$ cat config.mk
export PLATFORM = sky130hd
export DESIGN_NAME = csr_file
export DESIGN_NICKNAME = d
export VERILOG_FILES = /design/src/rtl/csr_file.sv
export SDC_FILE = /design/constraint.sdc
export NUM_CORES = 1
export LEC_CHECK = 0
export ABC_AREA = 0
export CAP_MARGIN = 20
export CORE_MARGIN = 4
export CORE_UTILIZATION = 55
export CTS_CLUSTER_DIAMETER = 150
export DETAILED_ROUTE_END_ITERATION = 12
export PLACE_DENSITY = 0.74
export SKIP_CTS_REPAIR_TIMING = 1
export SYNTH_ARGS = -nofsm -noshare
export SYNTH_HDL_FRONTEND = slang
export SYNTH_SLANG_ARGS = --single-unit
$ cat constraint.sdc
create_clock -name clk_in -period 12.1 [get_ports clk_in]
set_input_delay 3.63 -clock clk_in [delete_from_list [all_inputs] [get_ports clk_in]]
set_output_delay 3.63 -clock clk_in [all_outputs]
set_load 0.01 [all_outputs]
$ cat src/rtl/csr_file.sv
// Machine-mode CSR storage for the RV32I core.
// Takes the CSR write leaving mem/wb, answers decode-stage CSR reads
// with a WB->ID bypass, and keeps the 64-bit cycle/instret counters.
module csr_file #(
  parameter logic [31:0] HART_ID    = 32'd0,
  parameter logic [31:0] MISA_VALUE = 32'h40000100
) (
  input  logic        clk_in,
  input  logic        rst_n_in,
  input  logic        rdy_in,
  input  logic        retire_in,
  input  logic        csr_write_enable_in,
  input  logic [11:0] csr_write_address_in,
  input  logic [31:0] csr_write_data_in,
  input  logic [11:0] csr_read_address_in,
  output logic [31:0] csr_read_data_out,
  output logic        csr_read_illegal_out,
  output logic [31:0] mtvec_out,
  output logic [31:0] mepc_out
);

  localparam logic [11:0] A_MSTATUS   = 12'h300;
  localparam logic [11:0] A_MISA      = 12'h301;
  localparam logic [11:0] A_MIE       = 12'h304;
  localparam logic [11:0] A_MTVEC     = 12'h305;
  localparam logic [11:0] A_MSCRATCH  = 12'h340;
  localparam logic [11:0] A_MEPC      = 12'h341;
  localparam logic [11:0] A_MCAUSE    = 12'h342;
  localparam logic [11:0] A_MTVAL     = 12'h343;
  localparam logic [11:0] A_MIP       = 12'h344;
  localparam logic [11:0] A_MCYCLE    = 12'hB00;
  localparam logic [11:0] A_MCYCLEH   = 12'hB80;
  localparam logic [11:0] A_MINSTRET  = 12'hB02;
  localparam logic [11:0] A_MINSTRETH = 12'hB82;
  localparam logic [11:0] A_CYCLE     = 12'hC00;
  localparam logic [11:0] A_CYCLEH    = 12'hC80;
  localparam logic [11:0] A_INSTRET   = 12'hC02;
  localparam logic [11:0] A_INSTRETH  = 12'hC82;
  localparam logic [11:0] A_MHARTID   = 12'hF14;

  logic        mstatus_mie_q;
  logic        mstatus_mpie_q;
  logic [31:0] mie_q;
  logic [31:0] mtvec_q;
  logic [31:0] mscratch_q;
  logic [31:0] mepc_q;
  logic [31:0] mcause_q;
  logic [31:0] mtval_q;
  logic [63:0] mcycle_q;
  logic [63:0] minstret_q;

  logic [31:0] wr_masked;
  logic        wr_ok;
  logic        wr_fire;
  logic [31:0] rd_value;
  logic        rd_illegal;
  logic [31:0] mstatus_value;

  assign mstatus_value = {19'd0, 2'b11, 3'd0, mstatus_mpie_q, 3'd0, mstatus_mie_q, 3'd0};
  assign wr_fire       = rdy_in && csr_write_enable_in && wr_ok;

  // Apply WARL masks to WB data and flag whether the address is writable.
  always_comb begin
    wr_masked = csr_write_data_in;
    wr_ok     = 1'b1;
    case (csr_write_address_in)
      A_MSTATUS:   wr_masked = (csr_write_data_in & 32'h0000_0088) | 32'h0000_1800;
      A_MIE:       wr_masked = csr_write_data_in & 32'h0000_0888;
      A_MTVEC:     wr_masked = csr_write_data_in & 32'hFFFF_FFFD;
      A_MEPC:      wr_masked = csr_write_data_in & 32'hFFFF_FFFC;
      A_MSCRATCH, A_MCAUSE, A_MTVAL,
      A_MCYCLE, A_MCYCLEH, A_MINSTRET, A_MINSTRETH: wr_masked = csr_write_data_in;
      default: begin
        wr_masked = 32'd0;
        wr_ok     = 1'b0;
      end
    endcase
  end

  // Trap-related registers: store masked WB data when ready.
  always_ff @(posedge clk_in or negedge rst_n_in) begin
    if (!rst_n_in) begin
      mstatus_mie_q  <= 1'b0;
      mstatus_mpie_q <= 1'b0;
      mie_q          <= 32'd0;
      mtvec_q        <= 32'd0;
      mscratch_q     <= 32'd0;
      mepc_q         <= 32'd0;
      mcause_q       <= 32'd0;
      mtval_q        <= 32'd0;
    end else if (wr_fire) begin
      case (csr_write_address_in)
        A_MSTATUS: begin
          mstatus_mie_q  <= wr_masked[3];
          mstatus_mpie_q <= wr_masked[7];
        end
        A_MIE:      mie_q      <= wr_masked;
        A_MTVEC:    mtvec_q    <= wr_masked;
        A_MSCRATCH: mscratch_q <= wr_masked;
        A_MEPC:     mepc_q     <= wr_masked;
        A_MCAUSE:   mcause_q   <= wr_masked;
        A_MTVAL:    mtval_q    <= wr_masked;
        default: ;
      endcase
    end
  end

  // Cycle counter: a write to either half replaces that cycle's increment.
  always_ff @(posedge clk_in or negedge rst_n_in) begin
    if (!rst_n_in) begin
      mcycle_q <= 64'd0;
    end else if (rdy_in) begin
      if (wr_fire && csr_write_address_in == A_MCYCLE)
        mcycle_q[31:0] <= wr_masked;
      else if (wr_fire && csr_write_address_in == A_MCYCLEH)
        mcycle_q[63:32] <= wr_masked;
      else
        mcycle_q <= mcycle_q + 64'd1;
    end
  end

  // Retired-instruction counter, same write-wins rule as the cycle counter.
  always_ff @(posedge clk_in or negedge rst_n_in) begin
    if (!rst_n_in) begin
      minstret_q <= 64'd0;
    end else if (rdy_in) begin
      if (wr_fire && csr_write_address_in == A_MINSTRET)
        minstret_q[31:0] <= wr_masked;
      else if (wr_fire && csr_write_address_in == A_MINSTRETH)
        minstret_q[63:32] <= wr_masked;
      else if (retire_in)
        minstret_q <= minstret_q + 64'd1;
    end
  end

  // Decode-stage read mux with WB bypass for writable CSRs.
  always_comb begin
    rd_value   = 32'd0;
    rd_illegal = 1'b0;
    case (csr_read_address_in)
      A_MSTATUS:               rd_value = mstatus_value;
      A_MISA:                  rd_value = MISA_VALUE;
      A_MIE:                   rd_value = mie_q;
      A_MTVEC:                 rd_value = mtvec_q;
      A_MSCRATCH:              rd_value = mscratch_q;
      A_MEPC:                  rd_value = mepc_q;
      A_MCAUSE:                rd_value = mcause_q;
      A_MTVAL:                 rd_value = mtval_q;
      A_MIP:                   rd_value = 32'd0;
      A_MHARTID:               rd_value = HART_ID;
      A_MCYCLE, A_CYCLE:       rd_value = mcycle_q[31:0];
      A_MCYCLEH, A_CYCLEH:     rd_value = mcycle_q[63:32];
      A_MINSTRET, A_INSTRET:   rd_value = minstret_q[31:0];
      A_MINSTRETH, A_INSTRETH: rd_value = minstret_q[63:32];
      default:                 rd_illegal = 1'b1;
    endcase
    if (wr_fire && csr_write_address_in == csr_read_address_in)
      rd_value = wr_masked;
  end

  assign csr_read_data_out    = rd_value;
  assign csr_read_illegal_out = rd_illegal;
  assign mtvec_out            = mtvec_q;
  assign mepc_out             = mepc_q;

endmodule
==> results.md <==
- The run finished with clean final reports.
- For this run, design rule violations remaining after detail routing come to 0.
- Row generation in the floorplan step produced 67 rows.
- The final number of max-transition violations is 0.
- The accumulated negative setup slack is 0 ps.
- The total clock buffers created by CTS is 38.
- The post-CTS clock slew at the launch and capture registers of the worst setup and hold paths is 60 ps.
- Setup violations remaining at the end of the flow were counted as 0.
- Timing analysis after detailed placement gives a worst setup slack of 1230 ps.
- In this run the tightest slew margin relative to its limit is 20.5%.
- The final weighted congestion of routability-driven global placement is 1.08.
- The number of global-route vias before repair is 17800.
- The most critical setup path has its startpoint at csr_write_address_in[7].
- The wire length of the first global-routing pass is 113000 um.
- CTS saw 322 sinks.
- From bottom edge to top edge, the die measures 194 um.
- The peak clock frequency supported by timing is 91.3 MHz.
- For the worst setup path, the data arrival time is 7320 ps.
- The synthesized flop and latch total is 322.
- After synthesis, the mean cell area works out to 8.77 um2.
- The portion of the clock cycle consumed by the worst path in the final layout is 90.5%.
- Across the VDD grid, the largest voltage drop is 0.000122 V.
- The area of the mapped netlist is 18900 um2.
- The power density over the cells is 114 nW/um2.
- The via total after detailed routing is 19100.
- The count of buffers added on input and output ports is 157.
- The sequential cells in the finished layout cover a total of 8060 um2.
- The worst path setup slack after routing is 1150 ps.
- Of all cell types, the one taking the most synthesized area is dfrtp_1.
- The startpoint of the worst register-to-register path is minstret_q[1].
- The path type of the worst setup path is input port to output port.
- The maximum clock path buffer count is 3.
- The number of antenna violations at the first check in global routing is 2.
- In this run the biggest area consumer among cell types represents 42.5% of the synthesized area.
- Once the floorplan was initialized, standard cells occupied 56.1% of the core.
- The routed wire length is 76500 um.
- The total half-perimeter wirelength after legalization and detailed placement is 55000 um.
- Among all flip-flop cells after synthesis, the most frequent one is dfrtp_1.
- The cell chosen for the clock root is clkbuf_16.
- The Yosys step of the flow raised 0 warnings.
- The net count after synthesis is 2223.
- The fraction of layout cells with a size suffix above 1 is 9.85%.
- At the later pin of the worst-skew pair, clock insertion delay measures 550 ps.
- In the post-synthesis netlist, the biggest area contributors are dfrtp_1, nand2_1, o21ai_0.
- The number of synthesized flops with an enable pin is 0.
- For this run, the register share of the synthesized area comes to 42.5%.
- The async set-or-reset flop fraction in the synthesized netlist is 100%.
- The floorplan step defined a die boundary enclosing 37500 um2.
- In this run the most critical hold path is launched from mscratch_q[20].
- The class of the most critical hold timing path is flop to flop.
- The startpoint type of the worst setup path is an input port.
- On the critical path, the stage with the largest delay is an instance of or4_4.
- The wire length per cell is 28.0 um.
- The synthesized instance count is 2160.
- The floorplan step set the die width to 194 um.
- The critical path goes through clkdlybuf4s50_1 > buf_4 > or4_4 > nor3_4 > o21a_2 > buf_4 > nand2_1 > a21oi_1 > clkdlybuf4s50_1.
- At the pin with the least slew margin, the transition time is 1190 ps.
- The sort of element at the end of the critical path is an output port.
- The signed area change from the synthesized netlist to the final layout is 17.0%.
- Counting distinct cell types in the post-synthesis netlist gives 91.
- The area of combinational cells with multiple inputs is 10200 um2.
- CTS built an H-tree with a depth of 2.
- The max-cap check violation count is 0.
- The count of nets left with antenna violations once routing finished came out at 0.
- The post-route minimum period is 10950 ps.
- Summed over all layers, the global routing overflow is 0.
- Setup repair after global routing left no endpoint under its margin.
- The clock skew is 17.9 ps.
- The global-route usage over all layers is 39.2%.
- In this run the worst path has a maximum fanout of 21.
- The CTS tree is built.
- The filler cell count in the final layout is 2798.
- The net count reported at finish is 2320.
- The analysis attributes to cell leakage a power of 9.11 nW.
- Data on the critical path is required at its endpoint by 8470 ps.
- For this run, the detailed router's first-pass iteration total came to 6.
- The violation count after the first detailed-route iteration is 2431.
- The core region is 33800 um2.
- The number of vias per cell is 7.01.
- The delay of the slowest cell on the worst path is 600 ps.
- The number of hold violations in the final report is 0.
- The boundary pin count is 158.
- Entering global routing, the biggest net connects 171 pins.
## layer usage
layer	vias to the layer above	global-route usage (%)	share of wire [%]
li1	8215	-	-
met1	9297	56.0	40
met2	1402	59.3	44
met3	231	8.14	12
met4	2	14.7	4.6
met5	-	0	0.013
## state kept, by name (all words and copies together), names as in the netlist
| signal | cells |
|---|---|
| mcycle_q | 64 |
| mstatus_mie_q | 1 |
| mtval_q | 32 |
| minstret_q | 64 |
| mie_q | 32 |
| mepc_out | 32 |
| mscratch_q | 32 |
| mstatus_mpie_q | 1 |
| mcause_q | 32 |
| mtvec_out | 32 |
## layout make-up
| class | instances | share of cell area (%) |
|---|---|---|
| diodes | 1 | 0.0113 |
| clock buffers | 56 | 4.87 |
| clock inverters | 11 | 0.497 |
| inverters | 32 | 0.542 |
| multi-input cells | 1646 | 45.9 |
| flip-flops and latches | 322 | 36.4 |
| well taps | 448 | 2.53 |
| repair buffers | 217 | 9.28 |
## worst max-delay path, delay by kind of cell
kind,cells,cell delay [ps]
buf+inv,4,1510
simple gates,3,1320
compound gates,2,850
## per-stage QoR
| stage | instance area [um2] | hold slack [ps] | total power, mW | std cells | utilization [%] |
|---|---|---|---|---|---|
| 6_report | 22200 | 478 | 2.53 | 2733 | 65.6 |
| 5_1_grt | 22200 | 496 | 2.60 | 2733 | 65.6 |
| 4_1_cts | 22100 | 480 | 2.52 | 2730 | 65.5 |
| 3_5_place_dp | 20900 | 466 | 1.41 | 2663 | 62.0 |
| 3_3_place_gp | 20900 | 457 | 1.41 | 2663 | 62.0 |
| 2_1_floorplan | 18900 | 444 | 1.29 | 2160 | - |
## power breakdown
group / total (mW) / switching [mW] / internal [mW]
Sequential: 1.17 / 0.0603 / 1.11
Clock: 1.12 / 0.478 / 0.643
Combinational: 0.237 / 0.155 / 0.0818
## cells by family (layout without fill, tap and decap cells)
kind of cell	after synthesis	count (layout)	share of synthesized area (%)
adders and majority gates	2	2	0.132
DFF	322	322	42.5
and+or+nand+nor	825	825	22.0
xor gates and xnor gates	25	25	1.16
other	0	1	0
buffers and inverters	192	316	4.17
muxes	141	141	7.95
AOI/OAI and AO/OA	653	653	22.0
## synthesized netlist by cell type, types with 5 or more instances
cell / n
or3_1: 11
nor2_1: 95
inv_1: 30
nor4b_1: 6
a21oi_1: 174
and2_1: 57
o21ai_0: 203
nand4b_1: 5
o32a_1: 6
mux2i_1: 74
o211ai_1: 22
a21o_1: 8
a2111oi_0: 9
a221o_1: 8
a31oi_1: 8
a22o_1: 15
dfrtp_1: 322
xor2_1: 12
xnor2_1: 13
a22oi_1: 21
mux2_2: 59
o2bb2ai_1: 24
clkbuf_1: 108
nor3_1: 66
a2bb2oi_1: 11
and3_1: 19
nand3_1: 103
a211oi_1: 18
o31ai_1: 8
nor4_1: 25
nand2_1: 312
a2111o_1: 6
mux2_1: 7
o221ai_1: 7
a221oi_1: 18
nand4_1: 56
nor4_2: 5
buf_2: 46
and4_1: 15
o22ai_1: 30
or4_1: 8
o21a_1: 9
## path summary, 6_finish.rpt
kind                                          to  slack, ps  cells past startpoint
max                        csr_read_data_out[10]       1150                      9
min                               mscratch_q[20]        480                      2
max in group asynchronous         minstret_q[53]       7580                      2
min reg2reg                       mscratch_q[20]        480                      2
min in group asynchronous          mscratch_q[0]       3060                      1
max reg2reg                       minstret_q[54]       9000                      7
## layout by cell type (no fill, tap or decap), types with 8 or more instances in the layout
cell,netlist,layout
a2111oi_0,9,9
a211oi_1,18,18
a21o_1,8,8
a21oi_1,174,173
a221o_1,8,8
a221oi_1,18,18
a22o_1,15,15
a22oi_1,21,21
a2bb2oi_1,11,11
a31oi_1,8,8
and2_1,57,57
and3_1,19,19
and4_1,15,15
buf_4,3,58
clkbuf_1,108,12
clkbuf_16,0,38
clkdlybuf4s50_1,0,154
dfrtp_1,322,322
inv_1,30,30
mux2_2,59,59
mux2i_1,74,74
nand2_1,312,311
nand3_1,103,103
nand4_1,56,56
nor2_1,95,93
nor3_1,66,65
nor4_1,25,22
nor4_2,5,8
o211ai_1,22,22
o21a_1,9,9
o21ai_0,203,203
o22ai_1,30,30
o2bb2ai_1,24,24
o31ai_1,8,8
or3_1,11,11
or4_1,8,8
xnor2_1,13,13
xor2_1,12,12
Note: power is estimated with default switching activity, not from simulation.
